--- config.mk ---
export PLATFORM = sky130hd
export DESIGN_NAME = traffic_ctrl
export DESIGN_NICKNAME = d
export VERILOG_FILES = /design/src/rtl/traffic_ctrl_pkg.sv /design/src/rtl/traffic_ctrl_tick_gen.sv /design/src/rtl/traffic_ctrl.sv
export SDC_FILE = /design/constraint.sdc
export NUM_CORES = 1
export LEC_CHECK = 0
export ABC_AREA = 1
export CAP_MARGIN = 20
export CELL_PAD_IN_SITES_DETAIL_PLACEMENT = 2
export CELL_PAD_IN_SITES_GLOBAL_PLACEMENT = 2
export CORE_MARGIN = 2
export CORE_UTILIZATION = 38
export CTS_CLUSTER_SIZE = 28
export DETAILED_ROUTE_END_ITERATION = 6
export GPL_TIMING_DRIVEN = 0
export PLACE_DENSITY_LB_ADDON = 0.05
export SYNTH_ARGS = -nofsm -noshare
export SYNTH_HDL_FRONTEND = slang
export SYNTH_SLANG_ARGS = --single-unit
export TNS_END_PERCENT = 20
--- constraint.sdc ---
create_clock -name clk -period 2.5 [get_ports clk]
set_clock_uncertainty 0.1 [all_clocks]
set_input_delay 0.5 -clock clk [delete_from_list [all_inputs] [get_ports clk]]
set_output_delay 0.5 -clock clk [all_outputs]
set_load 0.02 [all_outputs]
--- src/rtl/traffic_ctrl_pkg.sv ---
// Shared light codes, phase/mode encodings and duration helpers for the
// two-road traffic-light controller.
package traffic_ctrl_pkg;

  localparam logic [1:0] LT_RED = 2'b00;
  localparam logic [1:0] LT_YEL = 2'b01;
  localparam logic [1:0] LT_GRN = 2'b11;

  localparam logic [6:0] DUR_MIN = 7'd1;
  localparam logic [6:0] DUR_MAX = 7'd99;

  typedef enum logic [1:0] {
    AG = 2'd0,
    AY = 2'd1,
    BG = 2'd2,
    BY = 2'd3
  } phase_e;

  typedef enum logic [1:0] {
    NORMAL = 2'd0,
    SET_G  = 2'd1,
    SET_Y  = 2'd2
  } mode_e;

  function automatic phase_e next_phase(input phase_e p);
    case (p)
      AG:      return AY;
      AY:      return BG;
      BG:      return BY;
      default: return AG;
    endcase
  endfunction

  // Edited durations wrap from the top of the range back to the bottom.
  function automatic logic [6:0] dur_inc(input logic [6:0] d);
    return (d >= DUR_MAX) ? DUR_MIN : d + 7'd1;
  endfunction

endpackage

--- src/rtl/traffic_ctrl_tick_gen.sv ---
// Seconds prescaler: free-running 0..TICK_DIV-1 counter with a full-second
// tick and a half-second strobe for the set-mode blink.
module tick_gen #(
  parameter int TICK_DIV = 50000000
) (
  input  logic clk,
  input  logic rst_n,
  input  logic clr,
  output logic tick,
  output logic half
);

  localparam int CW = $clog2(TICK_DIV);
  localparam logic [CW-1:0] LAST = CW'(TICK_DIV - 1);
  localparam logic [CW-1:0] MID  = CW'(TICK_DIV / 2 - 1);

  logic [CW-1:0] cnt_q, cnt_d;

  always_comb begin
    cnt_d = (cnt_q == LAST) ? '0 : cnt_q + CW'(1);
    if (clr) cnt_d = '0;
  end

  always_ff @(posedge clk or negedge rst_n) begin
    if (!rst_n) cnt_q <= '0;
    else        cnt_q <= cnt_d;
  end

  assign tick = (cnt_q == LAST);
  assign half = (cnt_q == MID) || (cnt_q == LAST);

endmodule

--- src/rtl/traffic_ctrl.sv ---
// Two-road traffic-light controller with a set mode for editing the green
// and yellow durations.
//   mode   | meaning
//   NORMAL | phases AG->AY->BG->BY advance on seconds ticks
//   SET_G  | phase frozen, inc_p edits green duration, en blinks
//   SET_Y  | phase frozen, inc_p edits yellow duration, en blinks
module traffic_ctrl
  import traffic_ctrl_pkg::*;
#(
  parameter int         TICK_DIV = 50000000,
  parameter logic [6:0] G_DEF    = 7'd9,
  parameter logic [6:0] Y_DEF    = 7'd3
) (
  input  logic       clk,
  input  logic       rst_n,
  input  logic       mode_p,
  input  logic       inc_p,
  output logic [1:0] light_a,
  output logic [1:0] light_b,
  output logic [1:0] set_light,
  output logic       en_set,
  output logic       en,
  output logic [6:0] remain
);

  mode_e      mode_q, mode_d;
  phase_e     phase_q, phase_d;
  logic [6:0] rem_q, rem_d, g_q, g_d, y_q, y_d;
  logic       en_q, en_d, clr, tick, half;
  logic [1:0] la_q, la_d, lb_q, lb_d, sl_q, sl_d;
  logic       es_q, es_d;
  logic [6:0] remain_q, remain_d;

  tick_gen #(.TICK_DIV(TICK_DIV)) u_tick_gen (
    .clk   (clk),
    .rst_n (rst_n),
    .clr   (clr),
    .tick  (tick),
    .half  (half)
  );

  always_comb begin
    mode_d  = mode_q;
    phase_d = phase_q;
    rem_d   = rem_q;
    g_d     = g_q;
    y_d     = y_q;
    en_d    = en_q;
    clr     = 1'b0;
    case (mode_q)
      NORMAL: begin
        if (mode_p) begin
          mode_d = SET_G;
          en_d   = 1'b1;
        end else if (tick) begin
          if (rem_q == 7'd1) begin
            phase_d = next_phase(phase_q);
            rem_d   = (phase_d == AG || phase_d == BG) ? g_q : y_q;
          end else begin
            rem_d = rem_q - 7'd1;
          end
        end
      end
      SET_G: begin
        if (mode_p) begin
          mode_d = SET_Y;
          en_d   = 1'b1;
        end else begin
          if (inc_p) g_d = dur_inc(g_q);
          if (half)  en_d = ~en_q;
        end
      end
      SET_Y: begin
        if (mode_p) begin
          // Leaving set mode restarts the cycle from a clean second boundary.
          mode_d  = NORMAL;
          phase_d = AG;
          rem_d   = g_q;
          clr     = 1'b1;
          en_d    = 1'b1;
        end else begin
          if (inc_p) y_d = dur_inc(y_q);
          if (half)  en_d = ~en_q;
        end
      end
      default: begin
        mode_d = NORMAL;
        en_d   = 1'b1;
      end
    endcase

    la_d     = (phase_d == AG) ? LT_GRN : (phase_d == AY) ? LT_YEL : LT_RED;
    lb_d     = (phase_d == BG) ? LT_GRN : (phase_d == BY) ? LT_YEL : LT_RED;
    sl_d     = (mode_d == SET_Y) ? LT_YEL : LT_GRN;
    es_d     = (mode_d != NORMAL);
    remain_d = (mode_d == SET_G) ? g_d : (mode_d == SET_Y) ? y_d : rem_d;
  end

  always_ff @(posedge clk or negedge rst_n) begin
    if (!rst_n) begin
      mode_q   <= NORMAL;
      phase_q  <= AG;
      rem_q    <= G_DEF;
      g_q      <= G_DEF;
      y_q      <= Y_DEF;
      en_q     <= 1'b1;
      la_q     <= LT_GRN;
      lb_q     <= LT_RED;
      sl_q     <= LT_GRN;
      es_q     <= 1'b0;
      remain_q <= G_DEF;
    end else begin
      mode_q   <= mode_d;
      phase_q  <= phase_d;
      rem_q    <= rem_d;
      g_q      <= g_d;
      y_q      <= y_d;
      en_q     <= en_d;
      la_q     <= la_d;
      lb_q     <= lb_d;
      sl_q     <= sl_d;
      es_q     <= es_d;
      remain_q <= remain_d;
    end
  end

  assign light_a   = la_q;
  assign light_b   = lb_q;
  assign set_light = sl_q;
  assign en_set    = es_q;
  assign en        = en_q;
  assign remain    = remain_q;

endmodule
Word level (Yosys, flattened, before mapping)
Index checks and enable logic that the tools add are counted.

Add/sub/neg operators: 4. Shift-type cells: 0. Muxes and demuxes: 43. Reduce and logical (&&, ||, !) cells: 9. Multipliers: 0. Order comparisons: 2. Bitwise operators: 1. Equal/unequal tests: 15. Divide/modulo/power cells: 0.

Operators with widths (number): two-way mux 7 bit (15); two-way mux 26 bit (2); two-way mux 2 bit (14); adder 26 x 1 -> 26 bit, second input constant (1); == test 26 x 25 -> 1 bit, second input constant (1); == test 26 bit, second input constant (1); adder 7 x 1 -> 7 bit, second input constant (2); >= comparator 7 bit, second input constant (2); one-hot mux 7 bit (2 select lines) (1); == test 2 bit, second input constant (6); one-hot mux 2 bit (3 select lines) (2); == test 2 x 1 -> 1 bit, second input constant (4); zero test 2 bit (4); == test 7 x 1 -> 1 bit, second input constant (1); two-way mux 1 bit (7); subtractor 7 x 1 -> 7 bit, second input constant (1); one-hot mux 2 bit (2 select lines) (1); != test 3 x 1 -> 1 bit, second input constant (1); logical OR 1 bit (2); != test 2 bit, second input constant (1); one-hot mux 1 bit (2 select lines) (1); AND reduction 2 bit (1); nonzero test 2 bit (1); OR reduction 2 bit (1); inverter 1 bit (1).

Memory bits (writable): 0. ROM bits: 0. Latch bits: 0. Input bits: 4. Register bits after elaboration: 66. Memories kept: 0. Logic and storage cells: 86.

Logic depth before layout (Yosys ltp)
Gate-level depths: netlist of run 1.

Word-level depth: 15. Mapped depth: 14.

Modules after synthesis
Synthesis of run 1 repeated with hierarchy kept, for this count alone.

Cells, all modules: 568. Area total of the unflattened synthesis: 3986.3 um2.

By module, submodules not included: traffic_ctrl (sequential area each 965.9 um2, area an instance 2394.8 um2, cells an instance 329, times used 1); tick_gen (sequential area each 650.6 um2, area an instance 1591.5 um2, cells an instance 239, times used 1).

Worst setup path after synthesis of run 1
Ideal clock, no wire load.

Path kind: flip-flop to flip-flop. From: register u_tick_gen.cnt_q[0]. To: register remain_q[2] (netlist: remain[2]). Stages on the path, launching flop included: 13. Setup slack: 766 ps. Clock period less this slack: 1734 ps. Path buffers: 0. Data required time: 2284 ps. Arrival: 1518 ps. Path through: dfrtp_1 -> ha_1 -> nand2_2 -> nor2_4 -> nand2_2 -> nor2_4 -> nand3_2 -> nor2_4 -> nand2_1 -> nand3_1 -> nand3_1 -> nand2_1 -> nand2_1.

Longest elaborated chain between the ends: 6.

RTL lines: from (decl) (RTL line traffic_ctrl_tick_gen.sv:17) `logic [CW-1:0] cnt_q, cnt_d;`; from (signal assigned) (RTL line traffic_ctrl_tick_gen.sv:26) `else cnt_q <= cnt_d;`; == test 26 bit (RTL line traffic_ctrl_tick_gen.sv:29) `assign tick = (cnt_q == LAST);`; two-way mux 7 bit (RTL line traffic_ctrl.sv:55) `end else if (tick) begin`; two-way mux 7 bit (RTL line traffic_ctrl.sv:52) `if (mode_p) begin`; one-hot mux 7 bit (2 select lines) (RTL line traffic_ctrl.sv:50) `case (mode_q)`; two-way mux 7 bit (2 in a row) (RTL line traffic_ctrl.sv:96) `remain_d = (mode_d == SET_G) ? g_d : (mode_d == SET_Y) ? y_d : rem_d;`; net remain_d[2] (RTL line traffic_ctrl.sv:32) `logic [6:0] remain_q, remain_d;`; to (signal assigned) (RTL line traffic_ctrl.sv:123) `remain_q <= remain_d;`; to (decl) (RTL line traffic_ctrl.sv:32).

The timed path passes the listed nets, and every way through them passes these cells. A chain may end at the register's enable or synchronous reset.

Worst setup path in the final report of run 1
From: register mode_q[0]. To: register remain_q[2] (netlist: remain[2]).

Longest elaborated chain between the ends: 5.

RTL lines: from (decl) (RTL line traffic_ctrl.sv:26) `mode_e mode_q, mode_d;`; from (signal assigned) (RTL line traffic_ctrl.sv:113) `mode_q <= mode_d;`; == test 2 bit (tied with other cells) (RTL line traffic_ctrl.sv:50); one-hot mux 2 bit (3 select lines) (RTL line traffic_ctrl.sv:50); == test 2 bit (RTL line traffic_ctrl.sv:96); two-way mux 7 bit (RTL line traffic_ctrl.sv:96); two-way mux 7 bit (*) (RTL line traffic_ctrl.sv:96); net remain_d[2] (RTL line traffic_ctrl.sv:32).

Mark *: on every way through the listed nets, which the timed path passes. The rest lies on a longest branch.

==> run_results.csv, run 1 <==
group,metric,value,unit
synth,yosysMostFrequentCell,"nand2_1",
critical_path,cp_top_family,"simple AND/OR/NAND/NOR gates",
detailed_routing,wl,13800,um
detailed_routing,wl_per_cell,18.9,um
global_route,grt_pass1_wl,23200,um
global_route,grt_max_degree,66,
critical_path,cp_data_arrival_time,2.46,ns
detailed_routing,ant_nets,0,
hold_path,hp-class,"in2async",
critical_path,r2r_slack,0.18,ns
floorplanning,start_util,39.3,%
timing,setup_viol,0,
critical_path,worst_setup_path_end_kind,"flop",
detailed_routing,vias,3918,
timing,clock.fmax,431,MHz
synth,ys_ff_latch,65,
global_route,grt_antenna_before_repair,0,
place,dp_cells,713,
power,power_leakage,0.00223,uW
timing,whs,0.146,ns
power,p_sw_share,45.9,%
critical_path,critPathMaxStageDelay,0.42,ns
synth,syn_area_per_cell,7.24,sq um
floorplanning,die_area,11500,sq um
layout,drive_gt1_share,11.7,%
power,power.total,5080,uW
timing,layout_worst_path_cycle_share,92.9,%
global_route,grt-ovfl-total,0,
layout,finalNetCount,602,
critical_path,crit_type,"reg2reg",
synth,netlist_instances,560,
synth,synth_ff_type,"dfrtp_1",
floorplanning,fp-row-count,37,
synth,syn-num-nets,575,
critical_path,crit_chain,"inv_1, ha_1, clkbuf_4, nor2_1, nor2_1, inv_1, a22oi_1, nand3_1, nand2_1, nand2_1",
cts,cts_buffers,9,
floorplanning,die_x,107,um
detailed_routing,drt_iter0_drc,201,
critical_path,start_kind,"flop",
floorplanning,ioPinCount,19,
place,gp_congestion,0.818,
layout,area_growth_syn_to_layout,13.7,%
synth,synth_cell_type_count,34,
place,portBuffers,17,
critical_path,slowest_stage,"dfrtp_1",
cts,cts.htree.levels,3,
power,pwr-share-clk,18.9,%
power,power.density,1100,nW/um^2
timing,finalHoldViolCount,0,
timing,rsz0062_at_grt,"false",
cts,clk_path_buf_depth,2,
power,p_sw,2330,uW
synth,netlist_area,4060,sq um
global_route,grt_usage,26.4,%
cts,clock_sinks,65,
run,maxCapViolations,0,
synth,synth_area_leaders,"dfrtp_1 (33%), nand2_1 (13%), dfstp_2 (7.8%), inv_1 (6.6%), nor2_1 (6.6%)",
cts,cts-root-buf,"clkbuf_8",
timing,final_max_slew_viol_count,0,
floorplanning,coreArea,10300,sq um
timing,tightest_slew,0.863,ns
synth,ys_seq_area_share,40.5,%
synth,yosys.area.top_type,"dfrtp_1",
synth,synthTopCellsByCount,"nand2_1 (142), inv_1 (71), nor2_1 (71)",
cts,clock_latency,0.35,ns
outcome,outcome,"finished clean",
power,pwr-share-comb,46.4,%
floorplanning,die_h,107,um
place,place_hpwl,10700,um
critical_path,critPathBufInv,3,
synth,synth_warnings,0,
power,ir_worst_vdd,0.000556,V
layout,antenna_cells,0,
synth,synth_edf_count,0,
detailed_routing,firstDrtPassIters,4,
synth,async_reset_ff_share,100,%
critical_path,worst-path-max-fanout,10,
power,intPower,2740,uW
power,p_seq_share,34.7,%
global_route,grt_pass1_vias,4375,
detailed_routing,avgViaCountPerCell,5.38,
timing,min_period,2.32,ns
layout,fin_cells,728,
cts,cts_tree,"done",
critical_path,cp.required,2.63,ns
cts,clkSlewWorstSetupHoldPaths,0.08,ns
timing,slew_headroom,42.4,%
synth,yosysTopAreaCellShare,32.7,%
detailed_routing,drc,0,
cts,cts_hold_buf,0,
[cell usage in the layout, fill, tap and decap left out, types with 4 or more instances in the layout]
cell	n
ha_1	11
nand4_1	11
nand3_2	5
nor2_1	71
nor2_4	6
nand2_1	142
nand3_1	48
xor2_1	12
a22oi_1	7
clkdlybuf4s50_1	15
dfrtp_1	53
dfstp_2	12
a21oi_1	14
inv_2	6
o21ai_0	22
inv_1	71
buf_2	4
nand2_2	7
clkbuf_1	4
nor3_1	23
clkbuf_8	12
[power groups by stage]
stage | clock, uW | sequential (uW) | combinational (uW)
after floorplan | 0 | 1760 | 1460
after global placement | 0 | 1750 | 2200
after detailed placement | 0 | 1770 | 2330
after CTS | 981 | 1760 | 2360
after global routing | 1030 | 1800 | 2680
final | 960 | 1760 | 2360
[worst register-to-register path, stage by stage (launching register included)]
cell,delay [ns]
dfrtp_1,0.42
inv_1,0.11
ha_1,0.22
clkbuf_4,0.26
nor2_1,0.09
nor2_1,0.22
inv_1,0.21
a22oi_1,0.23
nand3_1,0.19
nand2_1,0.10
nand2_1,0.06
[routing by layer]
layer | vias to the layer above | routed length (um) | global-route usage (%)
met5 | - | 0 | 0
met1 | 1994 | 6810 | 38.3
met4 | 0 | 116 | 7.42
li1 | 1848 | - | -
met3 | 11 | 550 | 3.15
met2 | 65 | 6270 | 41.3
[cell families (layout without fill, tap and decap cells)]
group	count (synthesis)	in the layout	share of synthesized area, %
flip-flops	65	65	40.5
AO/OA/AOI/OAI	51	51	7.46
XOR/XNOR	14	14	3.02
other	1	1	0.0924
AND/OR/NAND/NOR	331	331	37.3
adder cells (fa/ha/maj)	11	11	3.39
buffers and inverters	87	119	8.30
[final cells by class]
type                            instances  area, sq um
Multi-Input combinational cell        408         2080
Timing Repair Buffer                   17          170
Tap cell                              136          170
Fill cell                            1217         5710
Clock inverter                          2         35.0
Clock buffer                           14          173
Inverter                               78          295
Sequential cell                        65         1640
Buffer                                  8         42.5
[metrics by stage]
step / utilization, % / instance area [sq um] / setup TNS [ns] / setup WS, ns
3_5_place_dp: 42.6 / 4390 / -4.00 / -0.342
3_3_place_gp: 42.6 / 4400 / -91.50 / -1.52
5_1_grt: 44.7 / 4610 / 0 / 0.00261
6_report: 44.7 / 4610 / 0 / 0.177
2_1_floorplan: - / 4060 / 0 / 0.766
4_1_cts: 44.6 / 4600 / 0 / 0.0117
[registers in the layout, indices dropped and copies added, names as in the netlist, 2 cells and up]
| name | cells |
|---|---|
| light_a | 2 |
| y_q | 7 |
| mode_q | 2 |
| rem_q | 7 |
| remain | 7 |
| light_b | 2 |
| phase_q | 2 |
| g_q | 7 |
| u_tick_gen.cnt_q | 26 |
[path summary, 6_finish.rpt]
| check | endpoint | start | depth (start not counted) |
|---|---|---|---|
| worst max-delay path | remain[2] | mode_q[0] | 10 |
| worst min-delay path | u_tick_gen.cnt_q[10] | rst_n | 1 |
| worst max register to register | remain[2] | mode_q[0] | 10 |
| worst min register to register | en | en | 2 |
| max in group asynchronous | u_tick_gen.cnt_q[12] | rst_n | 1 |
| min in group clk | en | en | 2 |
[repair_timing]
action,4_1_cts,5_1_grt
resized for setup,0,4
endpoints found under the setup margin,0,18
buffers inserted,0,0
hold endpoints to repair,0,0
(Power assumes the default switching activity.)
==> run 2, diff against run 1 <==
--- a/config.mk
+++ b/config.mk
@@ -5,16 +5,16 @@
 export SDC_FILE = /design/constraint.sdc
 export NUM_CORES = 1
 export LEC_CHECK = 0
-export ABC_AREA = 1
 export CAP_MARGIN = 20
 export CELL_PAD_IN_SITES_DETAIL_PLACEMENT = 2
 export CELL_PAD_IN_SITES_GLOBAL_PLACEMENT = 2
 export CORE_MARGIN = 2
-export CORE_UTILIZATION = 38
+export CORE_UTILIZATION = 40
 export CTS_CLUSTER_SIZE = 28
 export DETAILED_ROUTE_END_ITERATION = 6
 export GPL_TIMING_DRIVEN = 0
 export PLACE_DENSITY_LB_ADDON = 0.05
+export SLEW_MARGIN = 20
 export SYNTH_ARGS = -nofsm -noshare
 export SYNTH_HDL_FRONTEND = slang
 export SYNTH_SLANG_ARGS = --single-unit
==> run_results.csv, run 2 <==
group,metric,value,unit
place,portBuffers,17,
synth,synth_warnings,0,
detailed_routing,vias,3034,
layout,largest_register,"u_tick_gen.cnt_q",
critical_path,cp.required,2.61,ns
layout,area_growth_syn_to_layout,19.0,%
power,power_leakage,0.00185,uW
critical_path,start_kind,"flop",
synth,syn-num-nets,390,
detailed_routing,wl_per_cell,20.0,um
layout,final_cell_mix,"dfrtp_1 (51), nor2_1 (41), nand2_1 (32)",
global_route,grt_pass1_vias,3279,
synth,synth_area_leaders,"dfrtp_1 (37%), dfstp_2 (8.8%), nor2_1 (4.5%), ha_1 (3.8%), nand2_1 (3.4%)",
timing,slew_headroom,46.5,%
synth,synth_ff_type,"dfrtp_1",
outcome,outcome,"finished clean",
place,place_area,3920,sq um
layout,final_common_cell,"dfrtp_1",
detailed_routing,wl,10400,um
timing,layout_worst_path_cycle_share,97.1,%
timing,whs,0.000471,ns
run,maxCapViolations,0,
cts,clkSlewWorstSetupHoldPaths,0.07,ns
power,power.density,1000,nW/um^2
critical_path,crit_type,"reg2reg",
synth,ys_seq_area_share,45.6,%
timing,finalHoldViolCount,0,
power,ir_worst_vdd,0.000524,V
global_route,grt_pass1_wl,17500,um
timing,clock.fmax,412,MHz
layout,finalNetCount,424,
detailed_routing,drc,0,
floorplanning,die_x,98.9,um
floorplanning,coreArea,8720,sq um
detailed_routing,firstDrtPassIters,5,
synth,yosys.area.top_type,"dfrtp_1",
detailed_routing,drt_iter0_drc,89,
detailed_routing,avgViaCountPerCell,5.81,
timing,tightest_slew,0.795,ns
cts,clock_latency,0.34,ns
synth,ys_ff_latch,65,
critical_path,cp_data_arrival_time,2.54,ns
global_route,grt_usage,22.8,%
synth,synthTopCellsByCount,"dfrtp_1 (53), nor2_1 (43), nand2_1 (33)",
global_route,grt_max_degree,35,
cts,cts-root-buf,"clkbuf_8",
layout,post-route-cell-area,4280,sq um
floorplanning,start_util,41.3,%
synth,syn_area_per_cell,9.60,sq um
critical_path,worst_setup_path_end_kind,"flop",
cts,cts_buffers,9,
cts,clock_sinks,65,
floorplanning,die_h,98.9,um
timing,final_max_slew_viol_count,0,
place,place_hpwl,7750,um
synth,synth_edf_count,0,
critical_path,worst-path-max-fanout,5,
hold_path,hp-class,"in2async",
synth,yosysMostFrequentCell,"dfrtp_1",
critical_path,r2r-start,"rem_q[2]",
layout,drive_gt1_share,15.7,%
timing,min_period,2.43,ns
timing,setup_viol,0,
synth,async_reset_ff_share,100,%
global_route,grt-ovfl-total,0,
floorplanning,ioPinCount,19,
timing,worst_slack,0.0719,ns
critical_path,timing.rr.end,"remain[1]",
place,place_ws,-0.882,ns
critical_path,r2r_slack,0.07,ns
floorplanning,die_area,9770,sq um
critical_path,r2r_cells,7,
synth,netlist_area,3600,sq um
synth,yosysTopAreaCellShare,36.8,%
global_route,grt_antenna_before_repair,0,
timing,final.setup.tns,0,ns
cts,clk_path_buf_depth,2,
synth,netlist_instances,375,
synth,synth_cell_type_count,57,
cts,cts.htree.levels,3,
cts,cts_tree,"done",
detailed_routing,ant_nets,0,
timing,rsz0062_at_grt,"true",
place,gp_congestion,0.760,
layout,antenna_cells,0,
layout,largest_reg_flops,26,
floorplanning,fp-row-count,34,
run 2: cell types whose count changed after synthesis, sizes merged, moves of 8 or more:
cell   before  now
nor3       26    7
nand3      53   16
nor2       80   43
a22o        0    8
and4        0    8
mux2i       0   11
inv        78   17
xnor2       2   14
nand2     149   33
run 2: cell families (layout without fill, tap and decap cells):
family | after synthesis | after routing | share of synthesized area (%)
AO/OA/AOI/OAI | 82 | 82 | 16.0
XOR/XNOR | 24 | 24 | 5.84
adder cells (fa/ha/maj) | 11 | 11 | 3.82
buffers and inverters | 26 | 65 | 2.82
flip-flops | 65 | 65 | 45.6
multiplexers | 12 | 12 | 3.37
other | 1 | 1 | 0.104
AND/OR/NAND/NOR | 154 | 154 | 22.5
run 2: what timing repair did:
item	4_1_cts	5_1_grt
endpoints found under the hold margin	0	0
setup endpoints to repair	39	30
gates resized for setup	18	17
setup buffers	2	5
hold buffers	0	0
pin swaps	1	3
run 2: report_power, final:
part,internal [uW],switching [uW]
registers,1310,238
clock network,486,398
logic,781,1070
run 2: how the worst max path moves through the flow:
stage / depth (start not counted) / from / to / slack, ns
6_report: 7 / rem_q[2] / remain[1] / 0.07
5_1_grt: 7 / rem_q[2] / remain[1] / -0.04
4_1_cts: 6 / rem_q[2] / remain[1] / 0.01
3_5_place_dp: 8 / mode_p / remain[3] / -0.88
3_3_place_gp: 1 / rst_n / remain[5] / -1.38
2_1_floorplan: 6 / rem_q[2] / remain[1] / 0.22
run 2: cell type report:
cell class                 count  area, sq um
clock buffer                  13          149
inverter                      17         63.8
multi-input combinational    284         1970
sequential                    65         1640
timing repair buffer          25          240
fill                         931         4440
clock inverter                 3         40.0
tap                          108          135
buffer                         7         40.0
run 2: metal layers:
| metal | wire length, um | vias to the layer above | share of wire (%) | track usage [%] |
|---|---|---|---|---|
| met5 | 0 | - | 0 | 0 |
| met4 | 119 | 0 | 1.1 | 6.22 |
| met3 | 228 | 10 | 2.2 | 3.19 |
| met2 | 4720 | 38 | 45 | 35.3 |
| met1 | 5350 | 1558 | 51 | 33.6 |
| li1 | - | 1428 | - | - |
run 2: per-stage QoR:
| stage | utilization (%) | total power, uW | instances |
|---|---|---|---|
| final | 49.1 | 4280 | 522 |
| after global routing | 49.1 | 4590 | 522 |
| after CTS | 48.2 | 4220 | 517 |
| after detailed placement | 45.0 | 3200 | 501 |
| after global placement | 44.8 | 3110 | 500 |
| after floorplan | - | 2620 | 375 |
run 2: critical path, cell delays in order (launching register included):
cell and delay (ns):
dfrtp_2 0.44, or4_4 0.55, nor3b_4 0.32, mux2i_1 0.12, mux2_2 0.26, a222oi_1 0.27
buf_4 0.18, a21oi_1 0.06
